**config.mk**
```make
export PLATFORM = sky130hd
export DESIGN_NAME = unidad_mul_div
export DESIGN_NICKNAME = d
export VERILOG_FILES = /design/src/rtl/unidad_mul_div.sv
export SDC_FILE = /design/constraint.sdc
export NUM_CORES = 1
export LEC_CHECK = 0
export CAP_MARGIN = 0
export CORE_MARGIN = 4
export CORE_UTILIZATION = 52
export DETAILED_ROUTE_END_ITERATION = 7
export GPL_ROUTABILITY_DRIVEN = 0
export PLACE_DENSITY = 0.72
export SETUP_SLACK_MARGIN = 0.5
export SLEW_MARGIN = 25
export SYNTH_ARGS = -nofsm -noshare
export SYNTH_HDL_FRONTEND = slang
export SYNTH_SLANG_ARGS = --single-unit
```
**constraint.sdc**
```tcl
create_clock -name CLK -period 5.4 [get_ports CLK]
set_input_delay 1.35 -clock CLK [delete_from_list [all_inputs] [get_ports CLK]]
set_output_delay 1.35 -clock CLK [all_outputs]
set_load 0.02 [all_outputs]
```
**src/rtl/unidad_mul_div.sv**
```systemverilog
// Iterative RV32M multiply/divide: 32-step shift-add multiply or restoring divide on magnitudes.
// Latency: 34 cycles Start->Done (1 for divide special cases); Start is ignored while Busy.
module unidad_mul_div #(
  parameter int WIDTH  = 32,
  parameter int ADDR_W = 5
) (
  input  logic              CLK,
  input  logic              RST,
  input  logic              Start,
  input  logic [2:0]        Funct3,
  input  logic [WIDTH-1:0]  Op_A,
  input  logic [WIDTH-1:0]  Op_B,
  input  logic [ADDR_W-1:0] Add_Dest_In,
  output logic              Busy,
  output logic              Done,
  output logic [WIDTH-1:0]  Result,
  output logic [ADDR_W-1:0] Add_Dest,
  output logic              Write_En
);

  localparam int CNT_W = $clog2(WIDTH);
  localparam logic [WIDTH-1:0] MIN_NEG = {1'b1, {(WIDTH-1){1'b0}}};

  typedef enum logic [1:0] {IDLE, CALC, FIX, DONE} state_t;

  state_t              r_state, w_state_nxt;
  logic [2:0]          r_f3;
  logic [WIDTH-1:0]    r_hi, r_lo, r_md, r_result;
  logic [ADDR_W-1:0]   r_add_dest;
  logic [CNT_W-1:0]    r_cnt;
  logic                r_neg, r_sa;

  logic                w_signed_a, w_signed_b, w_neg_a, w_neg_b, w_special;
  logic [WIDTH-1:0]    w_mag_a, w_mag_b, w_spec_res;
  logic [WIDTH:0]      w_sum, w_trial;
  logic                w_qbit;
  logic [WIDTH-1:0]    w_rem_nxt, w_q_nxt, w_quot, w_rem, w_fix_res;
  logic [2*WIDTH-1:0]  w_prod, w_prod_s;

  assign w_signed_a = Funct3[2] ? ~Funct3[0] : (Funct3 == 3'd1 || Funct3 == 3'd2);
  assign w_signed_b = Funct3[2] ? ~Funct3[0] : (Funct3 == 3'd1);
  assign w_neg_a    = w_signed_a & Op_A[WIDTH-1];
  assign w_neg_b    = w_signed_b & Op_B[WIDTH-1];
  assign w_mag_a    = w_neg_a ? -Op_A : Op_A;
  assign w_mag_b    = w_neg_b ? -Op_B : Op_B;

  // Divide by zero and signed overflow bypass the iteration entirely
  assign w_special  = Funct3[2] && ((Op_B == '0) ||
                      (!Funct3[0] && Op_A == MIN_NEG && Op_B == '1));
  assign w_spec_res = (Op_B == '0) ? (Funct3[1] ? Op_A : '1)
                                   : (Funct3[1] ? '0 : MIN_NEG);

  assign w_sum     = {1'b0, r_hi} + (r_lo[0] ? {1'b0, r_md} : '0);
  assign w_trial   = {r_hi, r_lo[WIDTH-1]} - {1'b0, r_md};
  assign w_qbit    = ~w_trial[WIDTH];
  assign w_rem_nxt = w_qbit ? w_trial[WIDTH-1:0] : {r_hi[WIDTH-2:0], r_lo[WIDTH-1]};
  assign w_q_nxt   = {r_lo[WIDTH-2:0], w_qbit};

  assign w_prod    = {r_hi, r_lo};
  assign w_prod_s  = r_neg ? -w_prod : w_prod;
  assign w_quot    = r_neg ? -r_lo : r_lo;
  assign w_rem     = r_sa ? -r_hi : r_hi;
  assign w_fix_res = r_f3[2] ? (r_f3[1] ? w_rem : w_quot)
                             : ((r_f3 == 3'd0) ? w_prod_s[WIDTH-1:0] : w_prod_s[2*WIDTH-1:WIDTH]);

  always_ff @(posedge CLK or negedge RST) begin
    if (!RST) r_state <= IDLE;
    else      r_state <= w_state_nxt;
  end

  always_comb begin
    w_state_nxt = r_state;
    case (r_state)
      IDLE:    if (Start) w_state_nxt = w_special ? DONE : CALC;
      CALC:    if (r_cnt == CNT_W'(WIDTH-1)) w_state_nxt = FIX;
      FIX:     w_state_nxt = DONE;
      DONE:    w_state_nxt = IDLE;
      default: w_state_nxt = IDLE;
    endcase
  end

  always_ff @(posedge CLK or negedge RST) begin
    if (!RST) begin
      r_f3       <= '0;
      r_hi       <= '0;
      r_lo       <= '0;
      r_md       <= '0;
      r_cnt      <= '0;
      r_neg      <= 1'b0;
      r_sa       <= 1'b0;
      r_result   <= '0;
      r_add_dest <= '0;
    end else begin
      case (r_state)
        IDLE: if (Start) begin
          r_f3       <= Funct3;
          r_add_dest <= Add_Dest_In;
          r_cnt      <= '0;
          r_hi       <= '0;
          r_lo       <= w_mag_a;
          r_md       <= w_mag_b;
          r_neg      <= w_neg_a ^ w_neg_b;
          r_sa       <= w_neg_a;
          if (w_special) r_result <= w_spec_res;
        end
        CALC: begin
          r_cnt <= r_cnt + 1'b1;
          if (r_f3[2]) {r_hi, r_lo} <= {w_rem_nxt, w_q_nxt};
          else         {r_hi, r_lo} <= {w_sum, r_lo[WIDTH-1:1]};
        end
        FIX:     r_result <= w_fix_res;
        default: ;
      endcase
    end
  end

  assign Busy     = (r_state != IDLE);
  assign Done     = (r_state == DONE);
  assign Result   = r_result;
  assign Add_Dest = r_add_dest;
  assign Write_En = Done & (r_add_dest != '0);

endmodule
```
======== After elaboration in Yosys (flattened, before gate mapping) ========
Cells that the tools add are included.
word-level totals
  register bits ........................... 145
  input bits .............................. 75
  output and inout bits ................... 40
  word-level logic and storage cells ...... 82
cells by class
  add/sub/neg operators ................... 8
  equality and inequality tests ........... 11
  muxes and demuxes ....................... 30
  bitwise logic cells ..................... 6
  reductions and logical operators ........ 17
operators with widths
  cell                                                              number
  32-bit two-way mux                                                18
  32-bit case mux with 2 select lines                               3
  32-bit negator                                                    4
  32-bit == test (second input constant)                            2
  64-bit two-way mux                                                1
  64-bit negator                                                    1
  32-bit by 32-bit adder with 33-bit output                         1
  33-bit by 32-bit subtractor with 33-bit output                    1
  32-bit logical NOT                                                1
  5-bit case mux with 2 select lines                                1
  2-bit case mux with 4 select lines                                1
  2-bit two-way mux                                                 3
  2-bit != test (second input constant)                             3
  2-bit AND reduction                                               3
  2-bit nonzero test                                                3
  5-bit by 1-bit adder with 5-bit output (second input constant)    1
  5-bit == test (second input constant)                             1
  5-bit two-way mux                                                 1
  5-bit nonzero test                                                1
  2-bit == test (second input constant)                             2
  1-bit AND                                                         3
  3-bit by 1-bit == test with 1-bit output (second input constant)  1
  3-bit by 2-bit == test with 1-bit output (second input constant)  1
  1-bit logical AND                                                 3
  other kinds (9)                                                   12

======== Longest topological paths before layout ========
Gate-level depths: netlist of the first run.
  word-level depth ........................ 8
  mapped depth ............................ 14
  depth with buffers taken out ............ 13

======== Least setup slack after synthesis of the first run ========
OpenSTA, ideal clock, no wires.
  path kind ............................... input port to flip-flop
  from .................................... in Op_A[16]
  to ...................................... reg r_result[17] (netlist: Result[17])
  data arrival time ....................... 3,580 ps
  data required time ...................... 5,312 ps
  slack ................................... 1,732 ps
  stages .................................. 11
  buffers on the path ..................... 2
  cell sequence ........................... or4_4 or4_4 or3_4 nor2_4 nand4b_1 o22ai_2 a21o_1 buf_6 buf_6 nor2_1 a41oi_1
between the ends
  cells in the longest elaborated chain, start to end .. 7
RTL lines
  element                          RTL line  source
  start, declared                  11        input logic [WIDTH-1:0] Op_A,
  32-bit == test                   49        (!Funct3[0] && Op_A == MIN_NEG && Op_B == '1));
  1-bit logical AND (2 in series)  49
  1-bit logical OR                 48        assign w_special = Funct3[2] && ((Op_B == '0) ||
  1-bit logical AND                48
  2-bit != test (no line)          n/a
  3-bit AND reduction (no line)    n/a
  end signal, assigned             104       if (w_special) r_result <= w_spec_res;
  end signal, assigned             111       FIX: r_result <= w_fix_res;
  end, declared                    28        logic [WIDTH-1:0] r_hi, r_lo, r_md, r_result;
Every way passes these cells.
A chain may end at the register's enable or synchronous reset.

======== Final worst setup path of the first run ========
  from .................................... reg r_lo[0]
  to ...................................... reg r_hi[26]
between the ends
  cells in the longest elaborated chain, start to end .. 4
RTL lines
  element                                    RTL line  source
  start, declared                            28
  start signal, assigned                     100       r_lo <= w_mag_a;
  start signal, assigned                     108       if (r_f3[2]) {r_hi, r_lo} <= {w_rem_nxt, w_q_nxt};
  start signal, assigned                     109       else {r_hi, r_lo} <= {w_sum, r_lo[WIDTH-1:1]};
  32-bit two-way mux                         53        assign w_sum = {1'b0, r_hi} + (r_lo[0] ? {1'b0, r_md} : '0);
  32-bit by 32-bit adder with 33-bit output  53
  32-bit two-way mux                         108
  32-bit case mux with 2 select lines        94        case (r_state)
  end signal, assigned                       108
  end signal, assigned                       109
  end, declared                              28
Every way passes these cells.

==> impl_metrics.env, run 1 <==
export IMPL_grt_pass1_wl_um=81170
export IMPL_clk_pin_slew_ns=0.07
export IMPL_finalSetupTns_ns=0
export IMPL_r2r_setup_slack_ns=1.11
export IMPL_totalWireLength_um=51920
export IMPL_relSlewSlack=0.3007
export IMPL_tightest_slew_ns=1.045
export IMPL_ctsResizeCount=0
export IMPL_path_class="reg2reg"
export IMPL_synth_edff_count=0
export IMPL_grt_total_usage=0.3241
export IMPL_overflow=0
export IMPL_numPortBuffers=114
export IMPL_grt_max_degree=98
export IMPL_wire_per_inst_um=21.62
export IMPL_setup_viol=0
export IMPL_fin_crit_ns=4.287
export IMPL_yosysSeqAreaShare=0.2447
export IMPL_yosys_warnings=0
export IMPL_max_clock_freq_mhz=233.3
export IMPL_startpoint="r_lo[0]$_DFFE_PN0P_"
export IMPL_design_area_um2=16760
export IMPL_syn_inst=1976
export IMPL_cp_max_fo=19
export IMPL_cts_tree="built"
export IMPL_cp_arrival_ns=4.62
export IMPL_clk_latency_ns=0.46
export IMPL_cp_end_kind="register"
export IMPL_reg2regPathDepth=12
export IMPL_die_height_um=176.9
export IMPL_slowest_stage="inv_1"
export IMPL_drt_iter0_markers=1671
export IMPL_cts_setup_buffers=0
export IMPL_die_w_um=176.9
export IMPL_cts_sinks=145
export IMPL_dieArea_um2=31290
export IMPL_status="finished clean"
export IMPL_rsz0062_at_grt="false"
export IMPL_diodes=0
export IMPL_cts_buffer_depth=2
export IMPL_ir_drop_mv=0.4037
export IMPL_crit_path_frequent_cell="a21oi_1"
export IMPL_grt_pass1_vias=14700
export IMPL_start_util=0.5309
export IMPL_drt_pass1_iterations=6
export IMPL_vias=15630
export IMPL_slew_violations=0
export IMPL_drv_cap=0
export IMPL_final_layout_size_suffix_gt1_frac=0.05781
export IMPL_final_cell_mix="o21ai_0 (270), nand2_1 (239), nor2_1 (147), dfrtp_1 (142), a21oi_1 (138)"
export IMPL_ioPinCount=115
export IMPL_htree_levels=4
export IMPL_power_density_nw_per_um2=734.0
export IMPL_hold_path_startpoint="r_md[2]$_DFFE_PN0P_"
export IMPL_ys_ff_latch=145
export IMPL_hold_path_depth=2
export IMPL_worstHoldPathType="reg2reg"
export IMPL_syn_nets=2128
export IMPL_crit_chain="inv_1 -> nor2_1 -> ha_1 -> o211ai_1 -> a2111oi_0 -> a21oi_1 -> a31oi_1 -> a21oi_1 -> o21ai_0 -> a21boi_0 -> xnor2_1 -> a221o_1"
export IMPL_critical_path_max_stage_delay_ns=0.57
export IMPL_antenna_found_initial=1
export IMPL_fin_worst_skew_ns=0.01393
export IMPL_hold_viol=0
export IMPL_setup_slack_ns=1.113
export IMPL_place_ws_ns=0.9276
export IMPL_clockRootBuffer="clkbuf_16"
export IMPL_final_common_cell="o21ai_0"
export IMPL_viasPerCell=6.505
export IMPL_nets=2163
export IMPL_syn_cell_area_um2=14830
export IMPL_placed_area_um2=16180
export IMPL_period_share=0.7938
export IMPL_dp_hpwl_um=39030
export IMPL_final_util=0.6001
export IMPL_area_growth_syn_to_layout_pct=13.03
export IMPL_drtAntennaViolNets=0
export IMPL_synthArstFlopShare=1.000
export IMPL_synth_distinct_cells=81
export IMPL_drcViolationCount=0
export IMPL_cts_buffers=17
export IMPL_p_leak_nw=6.916
export IMPL_r2r_start="r_lo[0]$_DFFE_PN0P_"
export IMPL_rows=61
export IMPL_endpoint="r_hi[26]$_DFFE_PN0P_"
export IMPL_ctsHoldBuffers=0
export IMPL_worstReg2RegEnd="r_hi[26]$_DFFE_PN0P_"
export IMPL_cp_required_ns=5.73
export IMPL_start_kind="register"
export IMPL_avgSynthCellArea_um2=7.505
export IMPL_core_area_um2=27930
export IMPL_synth_top_flop_cell="dfrtp_1"
export IMPL_nFillCells=2609
[cell usage after synthesis (all sizes together), types with 9 or more instances]
master,count,share of area
nor4,17,0.0080
nand2b,20,0.0084
a22oi,19,0.0096
a31oi,39,0.016
nand3,40,0.013
or4,18,0.0099
or3,24,0.011
nand4,20,0.0084
clkbuf,111,0.028
inv,68,0.017
and3,14,0.0059
o41ai,17,0.011
nand2,241,0.061
o31ai,35,0.018
a21oi,138,0.047
o21ai,275,0.093
a21o,28,0.014
ha,75,0.063
or2,14,0.0059
a41oi,10,0.0074
a211oi,9,0.0046
buf,20,0.0088
xnor2,122,0.072
nor3,39,0.013
nor2,149,0.038
dfrtp,145,0.24
xor2,68,0.040
nor2b,11,0.0046
mux2i,65,0.044
o211ai,19,0.0096
[stage by stage]
step / total power, mW / cells / hold WS, ns
finish: 12.30 / 2402 / 0.4917
floorplan: 8.363 / 1976 / 0.4498
CTS: 12.10 / 2402 / 0.4855
detailed placement: 10.84 / 2370 / 0.4703
global route: 13.15 / 2402 / 0.5036
global placement: 10.65 / 2370 / 0.4666
[cell families after synthesis]
family | share of synthesized area
flops | 0.2447
mux | 0.04944
fa+ha+maj | 0.06597
simple gates | 0.2026
buf+inv | 0.05433
compound gates | 0.2708
xor+xnor | 0.1122
[worst min path at each step]
| stage | end |
|---|---|
| CTS | r_md[26]$_DFFE_PN0P_ |
| detailed placement | r_md[26]$_DFFE_PN0P_ |
| global route | r_md[25]$_DFFE_PN0P_ |
| finish | r_md[2]$_DFFE_PN0P_ |
| floorplan | r_md[10]$_DFFE_PN0P_ |
| global placement | r_md[21]$_DFFE_PN0P_ |
[flip-flops by register name, indices dropped and copies added (netlist names)]
register and count:
r_neg 1, r_md 32, r_sa 1, r_cnt 5, r_hi 32, Result 32
r_lo 32, r_state 2, Add_Dest 5, r_f3 3
[per-layer routing]
metal	global-route usage	up-vias	wire length (um)
met1	0.4164	7430	20860
met2	0.5301	804	23990
met4	0.1567	2	2911
met3	0.05618	185	4136
li1	-	7205	-
met5	0	-	20
[critical path, delay by kind of cell, from the launching register on]
kind / cells / cell delay, ns
DFF: 1 / 0.49
xor gates and xnor gates: 1 / 0.18
AOI/OAI and AO/OA: 8 / 2.34
buffers and inverters: 1 / 0.57
adders and majority gates: 1 / 0.45
and+or+nand+nor: 1 / 0.13
[report_power, final]
group / internal, mW / leakage, nW / total (mW) / switching (mW)
Clock: 0.663 / 0.287 / 1.23 / 0.569
Sequential: 1.61 / 1.82 / 2.49 / 0.889
Combinational: 3.29 / 4.81 / 8.58 / 5.28
[final cells by class]
type / instances / area [um^2] / share of cell area
clock buffer: 18 / 439.2 / 0.02620
multi-input combinational: 1631 / 10410 / 0.6212
timing repair buffer: 147 / 1403 / 0.08367
clock inverter: 14 / 143.9 / 0.008583
inverter: 69 / 259.0 / 0.01545
sequential: 145 / 3632 / 0.2167
tap: 378 / 473.0 / 0.02821
No activity file was read; power rests on OpenSTA's default activity.
==> run 2: changes to the inputs <==
PLACE_DENSITY = 0.75   (was 0.72)
clock period = 3.9 ns   (was 5.4 ns; I/O delays follow)
==> run 2 against run 1 <==
  * Die area stayed put
  * Global-route usage is 0.20 points higher
  * Wire length is 2.7% higher
  * Sequential share of layout area is 1.1 points lower
  * Via count is 3.6% higher
  * Flip-flop and latch count stayed put
  * Worst hold slack worse by 0.0085 ns
==> impl_metrics.env, run 2 (synthesis results as in run 1) <==
export IMPL_fin_crit_ns=3.385
export IMPL_tightest_slew_ns=0.8867
export IMPL_area_growth_syn_to_layout_pct=19.15
export IMPL_worstHoldPathType="reg2reg"
export IMPL_place_ws_ns=0.004982
export IMPL_final_common_cell="o21ai_0"
export IMPL_period_share=0.8680
export IMPL_core_area_um2=27930
export IMPL_crit_path_frequent_cell="or4_4"
export IMPL_max_clock_freq_mhz=295.4
export IMPL_crit_chain="dlymetal6s2s_1 -> or4_4 -> or4_4 -> or3_4 -> nor2_4 -> nand4b_1 -> o22ai_2 -> a21o_4 -> buf_12 -> nor2_1 -> a41oi_2"
export IMPL_cts_buffer_depth=2
export IMPL_holdPathEnd="r_md[25]$_DFFE_PN0P_"
export IMPL_start_util=0.5309
export IMPL_power_frac_clock=0.100
export IMPL_grt_pass1_wl_um=81720
export IMPL_path_class="in2reg"
export IMPL_worstReg2RegEnd="Result[21]$_DFFE_PN0P_"
export IMPL_die_w_um=176.9
export IMPL_setup_slack_ns=0.5147
export IMPL_fin_worst_skew_ns=0.01530
export IMPL_start_kind="input pin"
export IMPL_slew_violations=0
export IMPL_cts_sinks=145
export IMPL_reg2regPathDepth=8
export IMPL_cp_arrival_ns=3.73
export IMPL_setup_viol=0
export IMPL_vias=16190
export IMPL_p_leak_nw=7.388
export IMPL_final_cell_mix="o21ai_0 (263), nand2_1 (239), nor2_1 (146), dfrtp_1 (139), a21oi_1 (134)"
export IMPL_drcViolationCount=0
export IMPL_drt_iter0_markers=1924
export IMPL_finalSetupTns_ns=0
export IMPL_relSlewSlack=0.4089
export IMPL_numPortBuffers=114
export IMPL_dieArea_um2=31290
export IMPL_cp_required_ns=4.25
export IMPL_ioPinCount=115
export IMPL_die_height_um=176.9
export IMPL_ir_drop_mv=0.7005
export IMPL_status="finished clean"
export IMPL_final_layout_size_suffix_gt1_frac=0.1069
export IMPL_p_sw_frac=0.5364
export IMPL_viasPerCell=6.545
export IMPL_wire_per_inst_um=21.55
export IMPL_rsz0062_at_grt="true"
export IMPL_nets=2235
export IMPL_htree_levels=4
export IMPL_clockRootBuffer="clkbuf_16"
export IMPL_cts_buffers=17
export IMPL_cts_tree="built"
export IMPL_clk_latency_ns=0.44
export IMPL_power_density_nw_per_um2=1009
export IMPL_diodes=0
export IMPL_pwr_share_comb=0.710
export IMPL_grt_pass1_vias=14970
export IMPL_power_internal_mw=8.265
export IMPL_clk_pin_slew_ns=0.07
export IMPL_holdWs_ns=0.4832
export IMPL_cp_max_fo=9
export IMPL_antenna_found_initial=0
export IMPL_totalWireLength_um=53320
export IMPL_drt_pass1_iterations=6
export IMPL_ctsHoldBuffers=0
export IMPL_power_switching_mw=9.564
export IMPL_r2r_start="r_lo[5]$_DFFE_PN0P_"
export IMPL_r2r_setup_slack_ns=0.58
export IMPL_overflow=0
export IMPL_slowest_stage="or4_4"
export IMPL_grt_total_usage=0.3261
export IMPL_hold_path_depth=2
export IMPL_grt_max_degree=78
export IMPL_critical_path_max_stage_delay_ns=0.54
export IMPL_drtAntennaViolNets=0
export IMPL_dp_hpwl_um=39790
export IMPL_drv_cap=0
export IMPL_hold_path_startpoint="r_md[25]$_DFFE_PN0P_"
export IMPL_cp_end_kind="register"
export IMPL_rows=61
export IMPL_power_frac_seq=0.190
export IMPL_hold_viol=0
-- run 2: cell types whose count changed in the layout (fill, tap and decap cells not counted), sizes merged --
cell	change
dlymetal6s2s	+4
clkbuf	+5
clkdlybuf4s50	-4
inv	-6
buf	+69
clkinv	+1
bufinv	+2
clkinvlp	+1
-- run 2: area by class of cell --
class / instances / area [um^2]
inverter: 69 / 259.0
tap: 378 / 473.0
timing repair buffer: 219 / 2056
fill: 2434 / 10260
clock buffer: 20 / 466.7
clock inverter: 12 / 155.1
multi-input combinational: 1631 / 10630
sequential: 145 / 3636
-- run 2: critical path: cells and delay by family --
kind	cells	cell delay (ns)
AO/OA/AOI/OAI	3	0.60
buffers and inverters	2	0.29
AND/OR/NAND/NOR	6	1.85
-- run 2: what timing repair did --
| action | in CTS | in global routing |
|---|---|---|
| resized for setup | 16 | 47 |
| setup buffers | 2 | 8 |
| pin swaps | 3 | 13 |
| cloned | 0 | 4 |
| setup endpoints to repair | 49 | 66 |
-- run 2: through the flow --
step                cell area [um^2]  utilization  instances  total power, mW
floorplan                      14830            -       1976            11.58
global placement               16650       0.5961       2428            14.99
detailed placement             16650       0.5961       2428            15.29
CTS                            17350       0.6209       2462            17.16
global route                   17670       0.6326       2474            19.03
finish                         17670       0.6326       2474            17.83
-- run 2: worst max-delay path by stage --
stage	start	end	slack [ns]	cells past startpoint
final	Op_A[13]	Result[15]$_DFFE_PN0P_	0.51	11
after global routing	r_hi[5]$_DFFE_PN0P_	r_hi[27]$_DFFE_PN0P_	0.46	10
after CTS	Op_A[16]	Result[15]$_DFFE_PN0P_	0.49	11
after detailed placement	Op_A[16]	Result[29]$_DFFE_PN0P_	0.005	11
after global placement	Op_A[16]	Result[17]$_DFFE_PN0P_	0.09	11
after floorplan	r_lo[31]$_DFFE_PN0P_	r_hi[27]$_DFFE_PN0P_	0.54	14
-- run 2: power by group through the flow --
stage               Clock, mW  Sequential (mW)  Combinational, mW
floorplan                   0             3.01               8.57
global placement            0             3.31               11.7
detailed placement          0             3.34               12.0
CTS                      1.78             3.31               12.1
global route             1.85             3.46               13.7
finish                   1.78             3.39               12.7
-- run 2: layer usage --
metal | track usage | up-vias | share of wire
met2 | 0.5258 | 995 | 0.46
met5 | 0 | - | 0
met1 | 0.4186 | 7631 | 0.38
li1 | - | 7341 | -
met4 | 0.1786 | 0 | 0.065
met3 | 0.05341 | 225 | 0.093
==> run 3: changes to the inputs <==
--- a/config.mk
+++ b/config.mk
@@ -14,2 +14,3 @@
 export SETUP_SLACK_MARGIN = 0.5
+export SKIP_LAST_GASP = 1
 export SLEW_MARGIN = 25
==> constraint.sdc (replaced) <==
create_clock -name CLK -period 3.9 [get_ports CLK]
set_input_delay 0.585 -clock CLK [delete_from_list [all_inputs] [get_ports CLK]]
set_output_delay 0.585 -clock CLK [all_outputs]
set_load 0.02 [all_outputs]
==> run 3 against run 2 <==
  * Non-clock buffer count fell by 28
  * Setup slack better by 0.061 ns
  * Sequential power shrank 1%
  * Maximum frequency grew 1.8%
  * Wire length fell by 2.3%
  * Clock power barely moved
  * Register-to-register slack is essentially flat
  * Sequential share of layout area grew 0.42 points
  * Worst hold slack lost 0.29 ns
  * Clock-buffer cell count decreased by 3
  * Clock skew down 0.0036 ns
  * Cell count is 1.1% lower
==> impl_metrics.env, run 3 (synthesis results as in run 1) <==
export IMPL_fin_crit_ns=3.324
export IMPL_cp_required_ns=4.22
export IMPL_cts_buffers=17
export IMPL_final_layout_size_suffix_gt1_frac=0.08946
export IMPL_rsz0062_at_grt="true"
export IMPL_finalSetupTns_ns=0
export IMPL_clk_latency_ns=0.45
export IMPL_rows=61
export IMPL_die_height_um=176.9
export IMPL_drcViolationCount=0
export IMPL_die_w_um=176.9
export IMPL_cp_max_fo=6
export IMPL_htree_levels=4
export IMPL_core_area_um2=27930
export IMPL_relSlewSlack=0.2924
export IMPL_ctsHoldBuffers=0
export IMPL_vias=15930
export IMPL_totalWireLength_um=52070
export IMPL_multi_input_area_um2=10570
export IMPL_clockRootBuffer="clkbuf_16"
export IMPL_antenna_found_initial=1
export IMPL_setup_viol=0
export IMPL_worstHoldPathType="in2async"
export IMPL_final_util=0.6195
export IMPL_drt_pass1_iterations=7
export IMPL_drv_cap=0
export IMPL_wire_per_inst_um=21.29
export IMPL_max_clock_freq_mhz=300.9
export IMPL_overflow=0
export IMPL_tightest_slew_ns=1.061
export IMPL_hold_viol=0
export IMPL_status="finished clean"
export IMPL_diodes=0
export IMPL_dieArea_um2=31290
export IMPL_start_kind="register"
export IMPL_startpoint="r_lo[17]$_DFFE_PN0P_"
export IMPL_clk_pin_slew_ns=0.07
export IMPL_nFillCells=2517
export IMPL_drtAntennaViolNets=0
export IMPL_final_cell_mix="o21ai_0 (266), nand2_1 (239), nor2_1 (147), dfrtp_1 (141), a21oi_1 (134)"
export IMPL_ff_latch_area_um2=3633
export IMPL_cts_sinks=145
export IMPL_numPortBuffers=114
export IMPL_dpl_cell_count=2410
export IMPL_r2r_setup_slack_ns=0.58
export IMPL_cp_end_kind="register"
export IMPL_grt_max_degree=98
export IMPL_path_class="reg2reg"
export IMPL_fin_worst_skew_ns=0.01175
export IMPL_area_growth_syn_to_layout_pct=16.69
export IMPL_cts_tree="built"
export IMPL_nets=2207
export IMPL_start_util=0.5309
export IMPL_period_share=0.8523
export IMPL_viasPerCell=6.514
export IMPL_final_cells=2446
export IMPL_slew_violations=0
export IMPL_final_common_cell="o21ai_0"
export IMPL_drt_iter0_markers=1777
export IMPL_ioPinCount=115
export IMPL_grt_pass1_wl_um=81790
export IMPL_grt_pass1_vias=15040
export IMPL_power_density_nw_per_um2=1018
export IMPL_ir_drop_mv=0.6579
export IMPL_holdWs_ns=0.1959
export IMPL_cp_arrival_ns=3.64
export IMPL_power_mw=17.61
export IMPL_dp_hpwl_um=39090
export IMPL_grt_total_usage=0.3266
export IMPL_p_leak_nw=7.176
export IMPL_cts_buffer_depth=2
export IMPL_r2r_start="r_lo[17]$_DFFE_PN0P_"
run 3: metrics by stage:
| step | worst slack (ns) | cell area [um^2] |
|---|---|---|
| 6_report | 0.5762 | 17310 |
| 4_1_cts | 0.5394 | 17150 |
| 2_1_floorplan | 0.5434 | 14830 |
| 3_3_place_gp | 0.2705 | 16490 |
| 3_5_place_dp | 0.1607 | 16490 |
| 5_1_grt | 0.4384 | 17310 |
run 3: cell type report:
type / count / share of cell area
Timing Repair Buffer: 191 / 0.1011
Inverter: 69 / 0.01497
Tap cell: 378 / 0.02733
Sequential cell: 145 / 0.2100
Clock inverter: 15 / 0.01142
Clock buffer: 17 / 0.02458
Multi-Input combinational cell: 1631 / 0.6107
run 3: routing by layer:
| metal | routed length, um | global-route usage |
|---|---|---|
| met5 | 15 | 0 |
| met4 | 3390 | 0.1970 |
| met3 | 4765 | 0.06131 |
| met2 | 23660 | 0.5173 |
| met1 | 20240 | 0.4143 |
run 3: where the power goes:
group / internal [mW] / leakage (nW) / switching (mW)
Clock: 1.03 / 0.293 / 0.755
Sequential: 2.23 / 1.82 / 1.13
Combinational: 4.87 / 5.06 / 7.61
Total: 8.12 / 7.18 / 9.49
run 3: worst paths after layout:
kind / endpoint / depth (start not counted)
worst max-delay path: Result[21]$_DFFE_PN0P_ / 8
worst min-delay path: Result[6]$_DFFE_PN0P_ / 1
worst max register to register: Result[21]$_DFFE_PN0P_ / 8
worst min register to register: r_md[4]$_DFFE_PN0P_ / 2
max in group asynchronous: r_hi[25]$_DFFE_PN0P_ / 2
min in group CLK: r_md[4]$_DFFE_PN0P_ / 2
run 3: what timing repair did:
item                       in CTS  in global routing
setup endpoints to repair      27                 45
resized for setup               9                 31
pin swaps                       1                  7
buffers inserted                1                  3
run 3: worst max-delay path, stage by stage (launching register included):
cell and delay [ns]:
dfrtp_1 0.47, or4_1 0.67, nor4b_4 0.40, nand3_1 0.32, or2_1 0.39, o41ai_2 0.39, xnor2_1 0.10, o21ai_1 0.32
a31oi_1 0.13
